$ cat config.mk
export PLATFORM = sky130hd
export DESIGN_NAME = npu_frame_writer
export DESIGN_NICKNAME = d
export VERILOG_FILES = /design/src/rtl/npu_vga_pkg.sv /design/src/rtl/npu_frame_writer_sat_clamp.sv /design/src/rtl/npu_frame_writer.sv
export SDC_FILE = /design/constraint.sdc
export NUM_CORES = 1
export LEC_CHECK = 0
export BUFFER_PORTS_ARGS = -buffer_cell sky130_fd_sc_hd__buf_4
export CAP_MARGIN = 20
export CORE_MARGIN = 2
export CORE_UTILIZATION = 25
export DETAILED_ROUTE_END_ITERATION = 8
export PLACE_DENSITY_LB_ADDON = 0.15
export SYNTH_ARGS = -nofsm -noshare
export SYNTH_HDL_FRONTEND = slang
export SYNTH_HIERARCHICAL = 1
export SYNTH_SLANG_ARGS = --single-unit
$ cat constraint.sdc
create_clock -name clk -period 4.54 [get_ports clk]
set_input_delay 0.908 -clock clk [delete_from_list [all_inputs] [get_ports clk]]
set_output_delay 0.908 -clock clk [all_outputs]
set_load 0.01 [all_outputs]
$ cat src/rtl/npu_vga_pkg.sv
// Shared types and geometry for the NPU-to-VGA frame path.
// Holds frame dimensions, pixel type and the frame writer state encoding.
package npu_vga_pkg;

    localparam int IMG_W      = 640;
    localparam int IMG_H      = 480;
    localparam int PIX_ADDR_W = 19;

    typedef logic [7:0] pixel_t;

    typedef enum logic [1:0] {
        IDLE,
        RUN,
        FLUSH,
        DONE
    } fw_state_t;

endpackage

$ cat src/rtl/npu_frame_writer_sat_clamp.sv
// sat_clamp_u8: arithmetic right shift of a signed accumulator, then clamp to 0..255.
// Ports: acc (signed ACC_W in), pix (8-bit pixel out). Purely combinational.
module sat_clamp_u8
    import npu_vga_pkg::*;
#(
    parameter int ACC_W = 20,
    parameter int SHIFT = 0
) (
    input  logic signed [ACC_W-1:0] acc,
    output pixel_t                  pix
);

    localparam logic signed [ACC_W-1:0] MAX_PIX = ACC_W'(255);

    logic signed [ACC_W-1:0] s;

    always_comb begin
        s = acc >>> SHIFT;
        if (s[ACC_W-1]) begin
            pix = 8'd0;
        end else if (s > MAX_PIX) begin
            pix = 8'd255;
        end else begin
            pix = s[7:0];
        end
    end

endmodule

$ cat src/rtl/npu_frame_writer.sv
// npu_frame_writer: drains the systolic-array result stream into the VGA frame RAM.
// Ports: clk/rst, start, in_valid/in_ready/in_acc/in_last beat stream,
// wr_en/wr_addr/wr_data RAM write port, busy, sticky frame_done and err_len.
module npu_frame_writer
    import npu_vga_pkg::*;
#(
    parameter int IMG_W     = npu_vga_pkg::IMG_W,
    parameter int IMG_H     = npu_vga_pkg::IMG_H,
    parameter int ADDR_W    = PIX_ADDR_W,
    parameter int BASE_ADDR = 0,
    parameter int ACC_W     = 20,
    parameter int SHIFT     = 0
) (
    input  logic                    clk,
    input  logic                    rst,
    input  logic                    start,
    input  logic                    in_valid,
    output logic                    in_ready,
    input  logic signed [ACC_W-1:0] in_acc,
    input  logic                    in_last,
    output logic                    wr_en,
    output logic [ADDR_W-1:0]       wr_addr,
    output pixel_t                  wr_data,
    output logic                    busy,
    output logic                    frame_done,
    output logic                    err_len
);

    localparam int                N      = IMG_W * IMG_H;
    localparam logic [ADDR_W-1:0] LAST_K = ADDR_W'(N - 1);
    localparam logic [ADDR_W-1:0] BASE   = ADDR_W'(BASE_ADDR);

    fw_state_t         state_q, state_d;
    logic [ADDR_W-1:0] cnt_q, cnt_d;
    logic [ADDR_W-1:0] wr_addr_q, wr_addr_d;
    pixel_t            wr_data_q, wr_data_d;
    logic              wr_en_q, wr_en_d;
    logic              done_q, done_d;
    logic              err_q, err_d;
    pixel_t            pix;
    logic              accept;
    logic              at_end;
    logic              final_beat;

    sat_clamp_u8 #(
        .ACC_W (ACC_W),
        .SHIFT (SHIFT)
    ) u_clamp (
        .acc (in_acc),
        .pix (pix)
    );

    assign in_ready   = (state_q == RUN);
    assign accept     = in_valid & in_ready;
    assign at_end     = (cnt_q == LAST_K);
    assign final_beat = accept & (at_end | in_last);

    always_comb begin
        state_d   = state_q;
        cnt_d     = cnt_q;
        done_d    = done_q;
        err_d     = err_q;
        wr_en_d   = accept;
        wr_addr_d = wr_addr_q;
        wr_data_d = wr_data_q;
        if (accept) begin
            wr_addr_d = BASE + cnt_q;
            wr_data_d = pix;
        end
        unique case (state_q)
            IDLE, DONE: begin
                if (start) begin
                    state_d = RUN;
                    cnt_d   = '0;
                    done_d  = 1'b0;
                    err_d   = 1'b0;
                end
            end
            RUN: begin
                // Frame ends on whichever comes first: full count or in_last.
                // A mismatch between the two flags a length error.
                if (final_beat) begin
                    state_d = FLUSH;
                    err_d   = err_q | (at_end ^ in_last);
                end else if (accept) begin
                    cnt_d = cnt_q + ADDR_W'(1);
                end
            end
            FLUSH: begin
                state_d = DONE;
                done_d  = 1'b1;
            end
            default: state_d = IDLE;
        endcase
    end

    always_ff @(posedge clk or posedge rst) begin
        if (rst) begin
            state_q   <= IDLE;
            cnt_q     <= '0;
            wr_addr_q <= '0;
            wr_data_q <= '0;
            wr_en_q   <= 1'b0;
            done_q    <= 1'b0;
            err_q     <= 1'b0;
        end else begin
            state_q   <= state_d;
            cnt_q     <= cnt_d;
            wr_addr_q <= wr_addr_d;
            wr_data_q <= wr_data_d;
            wr_en_q   <= wr_en_d;
            done_q    <= done_d;
            err_q     <= err_d;
        end
    end

    assign wr_en      = wr_en_q;
    assign wr_addr    = wr_addr_q;
    assign wr_data    = wr_data_q;
    assign busy       = (state_q == RUN);
    assign frame_done = done_q;
    assign err_len    = err_q;

endmodule

==> flow_metrics.tcl <==
set metrics [dict create \
    post_cts_buffers 0 \
    cts_sinks 51 \
    gp_congestion 0.754 \
    rsz0062_at_grt "no" \
    slowest_delay_ns 0.70 \
    drt-total-wl_mm 5.65 \
    route.met2.wl_mm 2.66 \
    overflow 0 \
    cts_hold_buffers 0 \
    synth_top_cell_area_share_pct 51.4 \
    wl_met3_um 188 \
    yosys.area.top_type "dfrtp_1" \
    synthArstFlopShare_pct 100 \
    outcome "finished clean" \
    cp.arrival_ns 3.29 \
    drt-pass1-iter-count 4 \
    cts_htree_levels 2 \
    avgRoutedWirePerCell_um 13.9 \
    critical_path_class "reg2reg" \
    synth_warnings 6 \
    ys_seq_elements 51 \
    synth_most_common_cell "dfrtp_1" \
    die_height_um 104 \
    worst_pin_slew_ns 0.840 \
    grtUsageTotal_pct 10.9 \
    drcViolationCount 0 \
    synth_compound_area_share_pct 11.1 \
    hold_class "reg2reg" \
    p_per_area_nw_per_um2 430 \
    finalNetCount 303 \
    grt_pass1_wl_mm 9.58 \
    area_growth_pct 25.8 \
    synth_area_leaders "dfrtp_1 51%, mux2_2 12%, a41oi_1 2.8%" \
    antenna_found_initial 0 \
    p_leak_nw 1.47 \
    via_count 1903 \
    yosysSeqAreaShare_pct 51.4 \
    synth-simple-area-share_pct 16.3 \
    ys.flop_type "dfrtp_1" \
    synthTopCellsByCount "51 x dfrtp_1, 26 x mux2_2, 15 x nand2_1" \
    met1_length_mm 2.74 \
    cts.path.max_buffers 2 \
    ctsResizeCount 0 \
    via_per_inst 4.66 \
    synthCells 220 \
    syn_area_um2 2480 \
    maxCapViolations 0 \
    worst-path-buf-inv 0 \
    setup_tns_ns 0 \
    skew_ns 0.00874 \
    holdWs_ns 0.499 \
    crit_path_start_kind "flip-flop" \
    port_buffers 56 \
    clkLatencyLatePin_ns 0.30 \
    path_delay_family "simple AND/OR/NAND/NOR gates" \
    crit_slowest_cell "or4b_2" \
    post-place-ws_ns 1.48 \
    syn_nets 249 \
    cts_inserted_buffers 5 \
    synth_mux_area_share_pct 12.8 \
    synth_adder_area_share_pct 2.02 \
    slew_viol_final 0 \
    required_ns 4.77 \
    num_antenna_cells 0 \
    dieArea_um2 10700 \
    stdcell_area_um2 3120 \
    worstPathCellList "or4b_2 > or4_1 > ha_1 > a21boi_1 > nor3_1 > nand4_1 > mux2i_1" \
    path_max_fanout 8 \
    drive_above_1_share_pct 36.7 \
    fin_ws_ns 1.48 \
    synth_cell_types 50 \
    cts_root_buf "clkbuf_8" \
    synth_top_family_by_area "simple AND/OR/NAND/NOR gates" \
    synth-xor-area-share_pct 1.77 \
    worstSetupEndpointType "flip-flop" \
    dpl-instance-area_um2 3020 \
    highest_layer "met4" \
    relSlewSlack_pct 43.6 \
    fmax_mhz 327 \
    grt_max_degree 52 \
    avgSynthCellArea_um2 11.3 \
    vdd.ir_drop.worst_mv 0.199 \
    ios 57 \
    clk_pin_slew_worst_paths_ns 0.09 \
    ant_nets 0 \
    period_share_pct 67.4 \
    grt_pass1_vias 1925 \
    initial_utilization_pct 25.6 \
    cts_tree "done" \
    row_count 36 \
    core-area_um2 9680 \
    timing_hold_violations_final 0 \
    post-route-min-period_ns 3.06 \
    drt_iter0_markers 87 \
    finalSetupViolations 0 \
    synth-edff-count 0 \
    dieWidth_um 104 \
    dp_hpwl_mm 3.88 \
]
[final timing paths]
| check | slack [ns] | to | startpoint | cells after the start |
|---|---|---|---|---|
| hold reg to reg | 0.50 | wr_addr[15] | wr_addr[15] | 2 |
| setup / recovery | 1.48 | cnt_q[13] | cnt_q[12] | 7 |
| min in group asynchronous | 0.78 | wr_addr[5] | rst | 3 |
| hold / removal | 0.50 | wr_addr[15] | wr_addr[15] | 2 |
| max in group asynchronous | 3.32 | err_len | rst | 3 |
| setup reg to reg | 1.48 | cnt_q[13] | cnt_q[12] | 7 |
[routing by layer]
metal,global-route usage (%),vias up
met2,17.3,39
met3,2.45,4
li1,-,915
met4,3.47,0
met1,14.7,945
met5,0,-
[report_power, final]
group	internal (mW)	switching, mW	total (mW)
logic	0.240	0.257	0.497
registers	0.531	0.0465	0.578
clock network	0.111	0.157	0.268
total	0.882	0.461	1.34
[sequential cells by signal, summed over array words and instances, names as in the netlist]
| register | cells |
|---|---|
| cnt_q | 19 |
| err_len | 1 |
| frame_done | 1 |
| state_q | 2 |
| wr_addr | 19 |
| wr_data | 8 |
| wr_en | 1 |
[cell type report]
cell class | count | area, µm²
multi-input cells | 143 | 1090
clock buffers | 6 | 72.6
clock inverters | 2 | 17.5
repair buffers | 59 | 443
well taps | 133 | 166
fillers | 1019 | 6560
flip-flops and latches | 51 | 1280
inverters | 14 | 52.6
[worst min-delay path, cell delays in order (launching register included)]
cell	delay [ns]
dfrtp_1	0.36
nand2_1	0.05
o21ai_0	0.06
[through the flow]
stage / util, % / power [mW] / cells
after floorplan: - / 0.900 / 220
after global placement: 31.2 / 1.08 / 399
after detailed placement: 31.2 / 1.09 / 399
after CTS: 32.1 / 1.37 / 407
after global routing: 32.2 / 1.44 / 408
final: 32.2 / 1.34 / 408
[cells in the final DEF, fill, tap and decap left out, types with 3 or more instances in the layout]
| cell | n |
|---|---|
| inv_1 | 13 |
| a41oi_1 | 8 |
| buf_4 | 59 |
| nor2_1 | 9 |
| or4_1 | 6 |
| o21ai_0 | 5 |
| mux2_2 | 26 |
| nand3_1 | 5 |
| nor4_1 | 3 |
| xnor2_1 | 5 |
| ha_1 | 4 |
| nand2_1 | 15 |
| dfrtp_1 | 51 |
| nand4_1 | 5 |
| clkbuf_8 | 5 |
| nand2b_1 | 4 |
| o31ai_1 | 5 |
| a21oi_1 | 9 |
[cell families after synthesis]
logic type / count (synthesis)
muxes: 28
buffers and inverters: 26
AOI/OAI and AO/OA: 39
xor gates and xnor gates: 5
DFF: 51
and+or+nand+nor: 67
adders and majority gates: 4
Power figures use the tool's default switching activity.
